<file path="src/rtl/key_event_queue.sv">
// key_event_queue: pulls key codes from a UART RX FIFO, drops NUL bytes and
//   held-key repeats, and buffers the survivors in a small FIFO for a consumer.
// Ports: clk/rst (async active-high); rx_empty/r_data/rd_uart talk to the UART
//   FIFO; key_valid/key_data/key_ready form the consumer handshake; fifo_count
//   and overflow (sticky) report queue status.
// Latency: rd_uart to key_valid is 2 cycles on an empty queue. Intake runs at
//   most one byte per 2 cycles. When the queue is full, a new key is dropped
//   unless the consumer pops in the same cycle.
module key_event_queue #(
  parameter int DATA_W    = 8,
  parameter int DEPTH     = 4,
  parameter int HOLD_CYC  = 1000000,
  parameter int FILTER_EN = 1
) (
  input  logic                       clk,
  input  logic                       rst,
  input  logic                       rx_empty,
  input  logic [DATA_W-1:0]          r_data,
  output logic                       rd_uart,
  output logic                       key_valid,
  output logic [DATA_W-1:0]          key_data,
  input  logic                       key_ready,
  output logic [$clog2(DEPTH):0]     fifo_count,
  output logic                       overflow
);

  localparam int PTR_W  = $clog2(DEPTH);
  localparam int CNT_W  = $clog2(DEPTH) + 1;
  localparam int HOLD_W = $clog2(HOLD_CYC + 1);

  localparam logic [0:0] ST_IDLE  = 1'b0;
  localparam logic [0:0] ST_CHECK = 1'b1;

  localparam logic [HOLD_W-1:0] HOLD_LOAD = HOLD_W'(HOLD_CYC);
  localparam logic [CNT_W-1:0]  CNT_FULL  = CNT_W'(DEPTH);

  logic [0:0]        state_q, state_d;
  logic [DATA_W-1:0] cap_q, cap_d;
  logic [DATA_W-1:0] last_key_q, last_key_d;
  logic [HOLD_W-1:0] hold_cnt_q, hold_cnt_d;
  logic [PTR_W-1:0]  wr_ptr_q, wr_ptr_d;
  logic [PTR_W-1:0]  rd_ptr_q, rd_ptr_d;
  logic [CNT_W-1:0]  count_q, count_d;
  logic              overflow_q, overflow_d;
  logic [DATA_W-1:0] mem_q [DEPTH];
  logic [DATA_W-1:0] mem_d [DEPTH];

  logic in_check;
  logic filter_hit;
  logic candidate;
  logic full;
  logic pop;
  logic push;

  // The strobe is combinational from the FSM state. It is gated by rst so the
  // UART FIFO is never popped while the block is held in reset.
  assign rd_uart    = ~rst & (state_q == ST_IDLE) & ~rx_empty;

  assign key_valid  = (count_q != '0);
  assign key_data   = key_valid ? mem_q[rd_ptr_q] : '0;
  assign fifo_count = count_q;
  assign overflow   = overflow_q;

  assign in_check   = (state_q == ST_CHECK);
  assign full       = (count_q == CNT_FULL);
  assign pop        = key_valid & key_ready;

  // A repeat is suppressed only while the hold window from the last accepted
  // key is still open. A different code never matches last_key, so it passes.
  assign filter_hit = (FILTER_EN != 0) && (cap_q == last_key_q) && (hold_cnt_q != '0);
  assign candidate  = in_check && (cap_q != '0) && !filter_hit;

  // On a full queue the push succeeds only if a pop frees the slot in the
  // same cycle. The queue is never empty while full, so the pop is real.
  assign push       = candidate && (!full || pop);

  always_comb begin
    state_d = state_q;
    cap_d   = cap_q;
    case (state_q)
      ST_IDLE: begin
        if (!rx_empty) begin
          cap_d   = r_data;
          state_d = ST_CHECK;
        end
      end
      default: state_d = ST_IDLE;
    endcase
  end

  always_comb begin
    last_key_d = last_key_q;
    hold_cnt_d = hold_cnt_q;
    overflow_d = overflow_q;
    if (push) begin
      last_key_d = cap_q;
      hold_cnt_d = HOLD_LOAD;
    end else if (hold_cnt_q != '0) begin
      hold_cnt_d = hold_cnt_q - HOLD_W'(1);
    end
    if (candidate && full && !pop) begin
      overflow_d = 1'b1;
    end
  end

  always_comb begin
    mem_d    = mem_q;
    wr_ptr_d = wr_ptr_q;
    rd_ptr_d = rd_ptr_q;
    count_d  = count_q;
    if (push) begin
      mem_d[wr_ptr_q] = cap_q;
      wr_ptr_d        = wr_ptr_q + PTR_W'(1);
    end
    if (pop) begin
      rd_ptr_d = rd_ptr_q + PTR_W'(1);
    end
    case ({push, pop})
      2'b10:   count_d = count_q + CNT_W'(1);
      2'b01:   count_d = count_q - CNT_W'(1);
      default: count_d = count_q;
    endcase
  end

  always_ff @(posedge clk or posedge rst) begin
    if (rst) begin
      state_q    <= ST_IDLE;
      cap_q      <= '0;
      last_key_q <= '0;
      hold_cnt_q <= '0;
      wr_ptr_q   <= '0;
      rd_ptr_q   <= '0;
      count_q    <= '0;
      overflow_q <= 1'b0;
      for (int i = 0; i < DEPTH; i++) begin
        mem_q[i] <= '0;
      end
    end else begin
      state_q    <= state_d;
      cap_q      <= cap_d;
      last_key_q <= last_key_d;
      hold_cnt_q <= hold_cnt_d;
      wr_ptr_q   <= wr_ptr_d;
      rd_ptr_q   <= rd_ptr_d;
      count_q    <= count_d;
      overflow_q <= overflow_d;
      mem_q      <= mem_d;
    end
  end

endmodule

</file>
<file path="config.mk">
export PLATFORM = sky130hd
export DESIGN_NAME = key_event_queue
export DESIGN_NICKNAME = d
export VERILOG_FILES = /design/src/rtl/key_event_queue.sv
export SDC_FILE = /design/constraint.sdc
export NUM_CORES = 1
export LEC_CHECK = 0
export ABC_CLOCK_PERIOD_IN_PS = 9500
export CELL_PAD_IN_SITES_DETAIL_PLACEMENT = 1
export CELL_PAD_IN_SITES_GLOBAL_PLACEMENT = 2
export CORE_UTILIZATION = 44
export CTS_CLUSTER_DIAMETER = 60
export DETAILED_ROUTE_END_ITERATION = 7
export GPL_TIMING_DRIVEN = 1
export PLACE_DENSITY = 0.94
export SKIP_LAST_GASP = 1
export SLEW_MARGIN = 20
export SYNTH_ARGS = -nofsm -noshare
export SYNTH_HDL_FRONTEND = slang
export SYNTH_SLANG_ARGS = --single-unit
</file>
<file path="constraint.sdc">
create_clock -name clk -period 9.5 [get_ports clk]
set_input_delay 1.9 -clock clk [delete_from_list [all_inputs] [get_ports clk]]
set_output_delay 1.9 -clock clk [all_outputs]
set_load 0.05 [all_outputs]
</file>
* Word level (Yosys, flattened, before mapping) *
Cells that the tools add are included.
W data, S select, Z words.

word-level totals
  bits in registers = 77
  bits of input ports = 12
  output and inout port bits = 14

cells by class
  add/subtract/negate cells = 5
  $lt $le $gt $ge = 3
  equal/unequal tests = 4
  mux-type cells = 12
  bitwise logic cells = 8
  reduce and logical (&&, ||, !) cells = 17

operator list
  kind                     number
  $mux W20                 2
  $bwmux W32               1
  $mux W8                  4
  $reduce_bool A20 Y1      1
  $sub A20 B1 Y20 const B  1
  $bmux W8 S2              1
  $demux W8 S2             1
  $eq A8 B8 Y1             1
  $reduce_bool A8 Y1       1
  $logic_and A1 B1 Y1      7
  $ge A3 B3 Y1 const B     2
  $not A2 Y3               2
  $pmux W3 S2              1
  $add A2 B1 Y2 const B    2
  $reduce_bool A2 Y1       2
  $add A3 B1 Y3 const B    1
  $and A1 B1 Y1            3
  $eq A3 B3 Y1 const B     1
  $logic_not A1 Y1         3
  $lt A3 B1 Y1 const B     1
  $not A1 Y1               3
  $reduce_bool A3 Y1       1
  $sub A3 B1 Y3 const B    1
  $eq A2 B1 Y1 const B     1
  4 further kinds          5

* Depth between registers and ports, before layout *
  depth in word-level cells = 7
  mapped depth = 15

* Least setup slack after synthesis *
Ideal clock, no wire load.

  path kind = input -> output
  start = input port rst
  end = output port rd_uart
  arrival time = 2976 ps
  data required time = 7600 ps
  setup slack = 4624 ps
  stages = 1
  path buffers = 0
  cells stage by stage = nor3_1

on the way
  longest elaborated chain between the ends = 3

RTL lines
  item                        line  text
  start: declaration          16    input logic rst,
  $not A1 Y1                  57    assign rd_uart = ~rst & (state_q == ST_IDLE) & ~rx_empty;
  $and A1 B1 Y1 (2 in a row)  57
  end: declaration            19    output logic rd_uart,

No other way between the ends.

* Worst setup path after layout *
Same ends and word-level chain as after synthesis.

==> flow_results.xml <==
<?xml version="1.0" encoding="UTF-8"?>
<metrics>
  <group name="status">
    <metric name="status" unit="">completed</metric>
  </group>
  <group name="clock_tree">
    <metric name="insertion_delay" unit="ns">0.35</metric>
    <metric name="cts_sinks" unit="">77</metric>
    <metric name="h-tree-depth" unit="">3</metric>
    <metric name="post-cts-setup-buffer-count" unit="">0</metric>
    <metric name="clkSlewWorstSetupHoldPaths" unit="ns">0.08</metric>
    <metric name="number_of_buffers_added_to_fix_hold_violations_after_cts" unit="">0</metric>
    <metric name="cts_tree" unit="">yes</metric>
    <metric name="clock_tree.root_cell" unit="">sky130_fd_sc_hd__clkbuf_8</metric>
    <metric name="tritoncts.num_buffers" unit="">9</metric>
    <metric name="max-clock-path-buffers" unit="">2</metric>
    <metric name="cts_resized" unit="">0</metric>
  </group>
  <group name="power">
    <metric name="power.combinational.fraction" unit="%">45.5</metric>
    <metric name="cellLeakagePower" unit="µW">0.00172</metric>
    <metric name="power_frac_seq" unit="%">39.4</metric>
    <metric name="share_of_power_burned_in_the_clock_network" unit="%">15.1</metric>
    <metric name="fin_total_pwr" unit="µW">1440</metric>
    <metric name="p_sw" unit="µW">579</metric>
    <metric name="vdd.ir_drop.worst" unit="mV">0.124</metric>
    <metric name="p_int" unit="µW">859</metric>
    <metric name="switching_share" unit="%">40.3</metric>
    <metric name="power.density" unit="mW/mm²">334</metric>
  </group>
  <group name="finish">
    <metric name="synthToLayoutAreaGrowth" unit="%">13.2</metric>
    <metric name="n_antenna_cell" unit="">0</metric>
    <metric name="final_nets" unit="">338</metric>
    <metric name="final_core_util" unit="%">51.8</metric>
    <metric name="finish.cell_count_without_fillers" unit="">428</metric>
    <metric name="n_fill_cell" unit="">847</metric>
    <metric name="share_of_layout_cells_above_drive_strength_1" unit="%">27.2</metric>
    <metric name="multiInputGateArea" unit="mm²">0.00177</metric>
    <metric name="area.sequential" unit="mm²">0.00193</metric>
  </group>
  <group name="worst_setup_path">
    <metric name="ff2ff_setup_slack" unit="ns">6.39</metric>
    <metric name="crit_path_end_kind" unit="">output pin</metric>
    <metric name="startpoint" unit="">rst</metric>
    <metric name="timing.setup.critical_path_class" unit="">in -&gt; out</metric>
    <metric name="required" unit="ns">7.60</metric>
    <metric name="r2r_end" unit="">mem_q[17]</metric>
    <metric name="worst_r2r_startpoint" unit="">hold_cnt_q[6]</metric>
    <metric name="timing.critical_path.to" unit="">rd_uart</metric>
    <metric name="critical_path_peak_fanout" unit="">2</metric>
    <metric name="crit_arrival" unit="ns">3.36</metric>
    <metric name="worst_r2r_path_depth" unit="">5</metric>
    <metric name="setup.worst_path.start_class" unit="">input pin</metric>
  </group>
  <group name="synthesis">
    <metric name="synth-compound-area-share" unit="%">4.61</metric>
    <metric name="post_synth_mux_area_share" unit="%">20.6</metric>
    <metric name="asyncSetResetFlopFracSynth" unit="%">100</metric>
    <metric name="synth_top_family_by_area" unit="">multiplexers</metric>
    <metric name="synth_top_area_share" unit="%">50.7</metric>
    <metric name="mappedNetlistNets" unit="">310</metric>
    <metric name="ys.flop_type" unit="">sky130_fd_sc_hd__dfrtp_1</metric>
    <metric name="post_synth_most_frequent_cells" unit="">sky130_fd_sc_hd__dfrtp_1 (77), sky130_fd_sc_hd__mux2_2 (41), sky130_fd_sc_hd__xnor2_1 (21), sky130_fd_sc_hd__nor2_1 (18)</metric>
    <metric name="yosys-top-cells-area" unit="">sky130_fd_sc_hd__dfrtp_1 (51%), sky130_fd_sc_hd__mux2_2 (12%), sky130_fd_sc_hd__xnor2_1 (4.8%)</metric>
    <metric name="synth_enable_flop_cells" unit="">0</metric>
    <metric name="synth_area" unit="mm²">0.00380</metric>
    <metric name="synth_most_common_cell" unit="">sky130_fd_sc_hd__dfrtp_1</metric>
    <metric name="postSynthRegisterBits" unit="">77</metric>
    <metric name="syn-instance-count" unit="">291</metric>
    <metric name="yosys.cell_types.count" unit="">48</metric>
    <metric name="netlist.top_cell.by_area" unit="">sky130_fd_sc_hd__dfrtp_1</metric>
    <metric name="fraction_of_the_mapped_netlist_area_in_simple_logic_gates" unit="%">12.8</metric>
    <metric name="ys_seq_area_share" unit="%">50.7</metric>
    <metric name="yosysWarnings" unit="">0</metric>
    <metric name="xor_and_xnor_area_share_after_synthesis" unit="%">6.23</metric>
    <metric name="avgSynthCellArea" unit="µm²">13.0</metric>
    <metric name="synth_fa_ha_area_share" unit="%">2.50</metric>
  </group>
  <group name="floorplan">
    <metric name="initial_utilization" unit="%">45.8</metric>
    <metric name="rows" unit="">33</metric>
    <metric name="core-area" unit="mm²">0.00830</metric>
    <metric name="die_x" unit="µm">94.9</metric>
    <metric name="count_of_pins_on_the_block_boundary" unit="">26</metric>
    <metric name="floorplan.die.height" unit="µm">94.9</metric>
    <metric name="fp.dieArea" unit="mm²">0.00901</metric>
  </group>
  <group name="grt">
    <metric name="grt_overflow_total" unit="">0</metric>
    <metric name="first_global_vias" unit="">2550</metric>
    <metric name="first_pass_grt_wire_length" unit="µm">13400</metric>
    <metric name="grt_usage" unit="%">20.4</metric>
    <metric name="maximum_number_of_pins_on_one_net_before_global_route_repair" unit="">78</metric>
    <metric name="grt_antenna_before_repair" unit="">0</metric>
  </group>
  <group name="route">
    <metric name="vias_per_cell" unit="">5.57</metric>
    <metric name="vias" unit="">2386</metric>
    <metric name="drt_drc_violations_left" unit="">0</metric>
    <metric name="post_drt_wl_per_cell" unit="µm">18.7</metric>
    <metric name="drt_wirelength" unit="µm">8020</metric>
    <metric name="first_pass_iters" unit="">4</metric>
    <metric name="antenna_left" unit="">0</metric>
    <metric name="drt_iter0_drc" unit="">79</metric>
  </group>
  <group name="placement">
    <metric name="dp_worst_setup_slack" unit="ns">4.26</metric>
    <metric name="placement.io_buffers" unit="">25</metric>
    <metric name="placed_cells_incl_taps" unit="">413</metric>
    <metric name="hpwl" unit="µm">5490</metric>
    <metric name="routability_congestion" unit="">0.822</metric>
  </group>
  <group name="worst_hold_path">
    <metric name="hp-class" unit="">reg -&gt; reg</metric>
  </group>
  <group name="timing">
    <metric name="setup-violations-final" unit="">0</metric>
    <metric name="timing.clock.skew" unit="ns">0.00897</metric>
    <metric name="timing_hold_violations_final" unit="">0</metric>
    <metric name="grt_setup_unrepaired" unit="">no</metric>
    <metric name="timing.final.max_slew_violations" unit="">0</metric>
    <metric name="timing.setup.tns" unit="ns">0</metric>
    <metric name="pnr_worst_setup_slack" unit="ns">4.24</metric>
    <metric name="relSlewSlack" unit="%">35.0</metric>
    <metric name="fin_crit" unit="ns">5.26</metric>
    <metric name="maxClockFrequency" unit="GHz">0.190</metric>
    <metric name="worstMarginPinSlew" unit="ns">0.975</metric>
    <metric name="fin_crit_sh" unit="%">55.3</metric>
  </group>
  <group name="run">
    <metric name="max-cap-violations" unit="">0</metric>
  </group>
</metrics>
-- layout make-up --
cell class,count,share of cell area [%]
Timing Repair Buffer,27,6.17
Clock buffer,9,2.88
Clock inverter,6,0.931
Multi-Input combinational cell,194,41.3
Tap cell,105,3.06
Inverter,10,0.873
Sequential cell,77,44.8
-- worst min-delay path by stage --
stage	start	to	slack [ns]	depth (start not counted)
floorplan	mem_q[10]	mem_q[10]	0.48	1
global placement	mem_q[14]	mem_q[14]	0.48	1
detailed placement	mem_q[0]	mem_q[0]	0.49	1
CTS	mem_q[16]	mem_q[16]	0.51	1
global route	mem_q[24]	mem_q[24]	0.53	1
finish	mem_q[25]	mem_q[25]	0.51	1
-- routing by layer --
layer	global-route usage [%]	vias up	wire length (µm)
met3	3.95	11	147
met4	8.71	0	138
met1	27.4	1250	3730
li1	-	1098	-
met2	32.0	27	4000
met5	0	-	0
-- cells in the final DEF (no fill, tap or decap), types with 3 or more instances in the layout --
cell	count
sky130_fd_sc_hd__nor3_1	10
sky130_fd_sc_hd__a21oi_1	6
sky130_fd_sc_hd__dfrtp_1	77
sky130_fd_sc_hd__clkdlybuf4s50_1	25
sky130_fd_sc_hd__xor2_1	6
sky130_fd_sc_hd__ha_1	6
sky130_fd_sc_hd__nor3b_4	3
sky130_fd_sc_hd__or3_1	3
sky130_fd_sc_hd__mux2_4	8
sky130_fd_sc_hd__nor4_1	6
sky130_fd_sc_hd__o21ai_0	8
sky130_fd_sc_hd__xnor2_1	21
sky130_fd_sc_hd__or3_2	3
sky130_fd_sc_hd__nor2_1	18
sky130_fd_sc_hd__nand2_1	6
sky130_fd_sc_hd__inv_1	9
sky130_fd_sc_hd__mux2_2	41
sky130_fd_sc_hd__clkbuf_8	9
sky130_fd_sc_hd__mux4_2	8
sky130_fd_sc_hd__a211oi_1	3
sky130_fd_sc_hd__nand4_1	5
sky130_fd_sc_hd__clkinv_2	3
sky130_fd_sc_hd__and2_1	9
-- sequential cells by signal, indices dropped and copies added (netlist names) --
register	flops
fifo_count	3
last_key_q	8
hold_cnt_q	20
mem_q	32
in_check	1
rd_ptr_q	2
wr_ptr_q	2
overflow	1
cap_q	8
-- kinds of logic after synthesis --
| logic type | count (synthesis) |
|---|---|
| compound gates | 26 |
| xor+xnor | 27 |
| fa+ha+maj | 7 |
| buf+inv | 20 |
| flops | 77 |
| mux | 59 |
| simple gates | 75 |
-- stage by stage --
step / hold slack [ns] / instance area (µm²)
2_1_floorplan: 0.475 / 3800
3_3_place_gp: 0.484 / 4140
3_5_place_dp: 0.494 / 4140
4_1_cts: 0.513 / 4300
5_1_grt: 0.533 / 4300
6_report: 0.509 / 4300
-- critical path, stage by stage --
cell and delay [ns]:
sky130_fd_sc_hd__clkdlybuf4s50_1 0.44, sky130_fd_sc_hd__nor3_1 0.19, sky130_fd_sc_hd__clkdlybuf4s50_1 0.83
-- power groups by stage --
stage	Combinational (µW)	Sequential (µW)	Clock (µW)
3_5_place_dp	661	575	0
6_report	654	567	216
3_3_place_gp	635	557	0
4_1_cts	664	570	222
2_1_floorplan	490	548	0
5_1_grt	708	587	234
No activity file was read; power rests on OpenSTA's default activity.
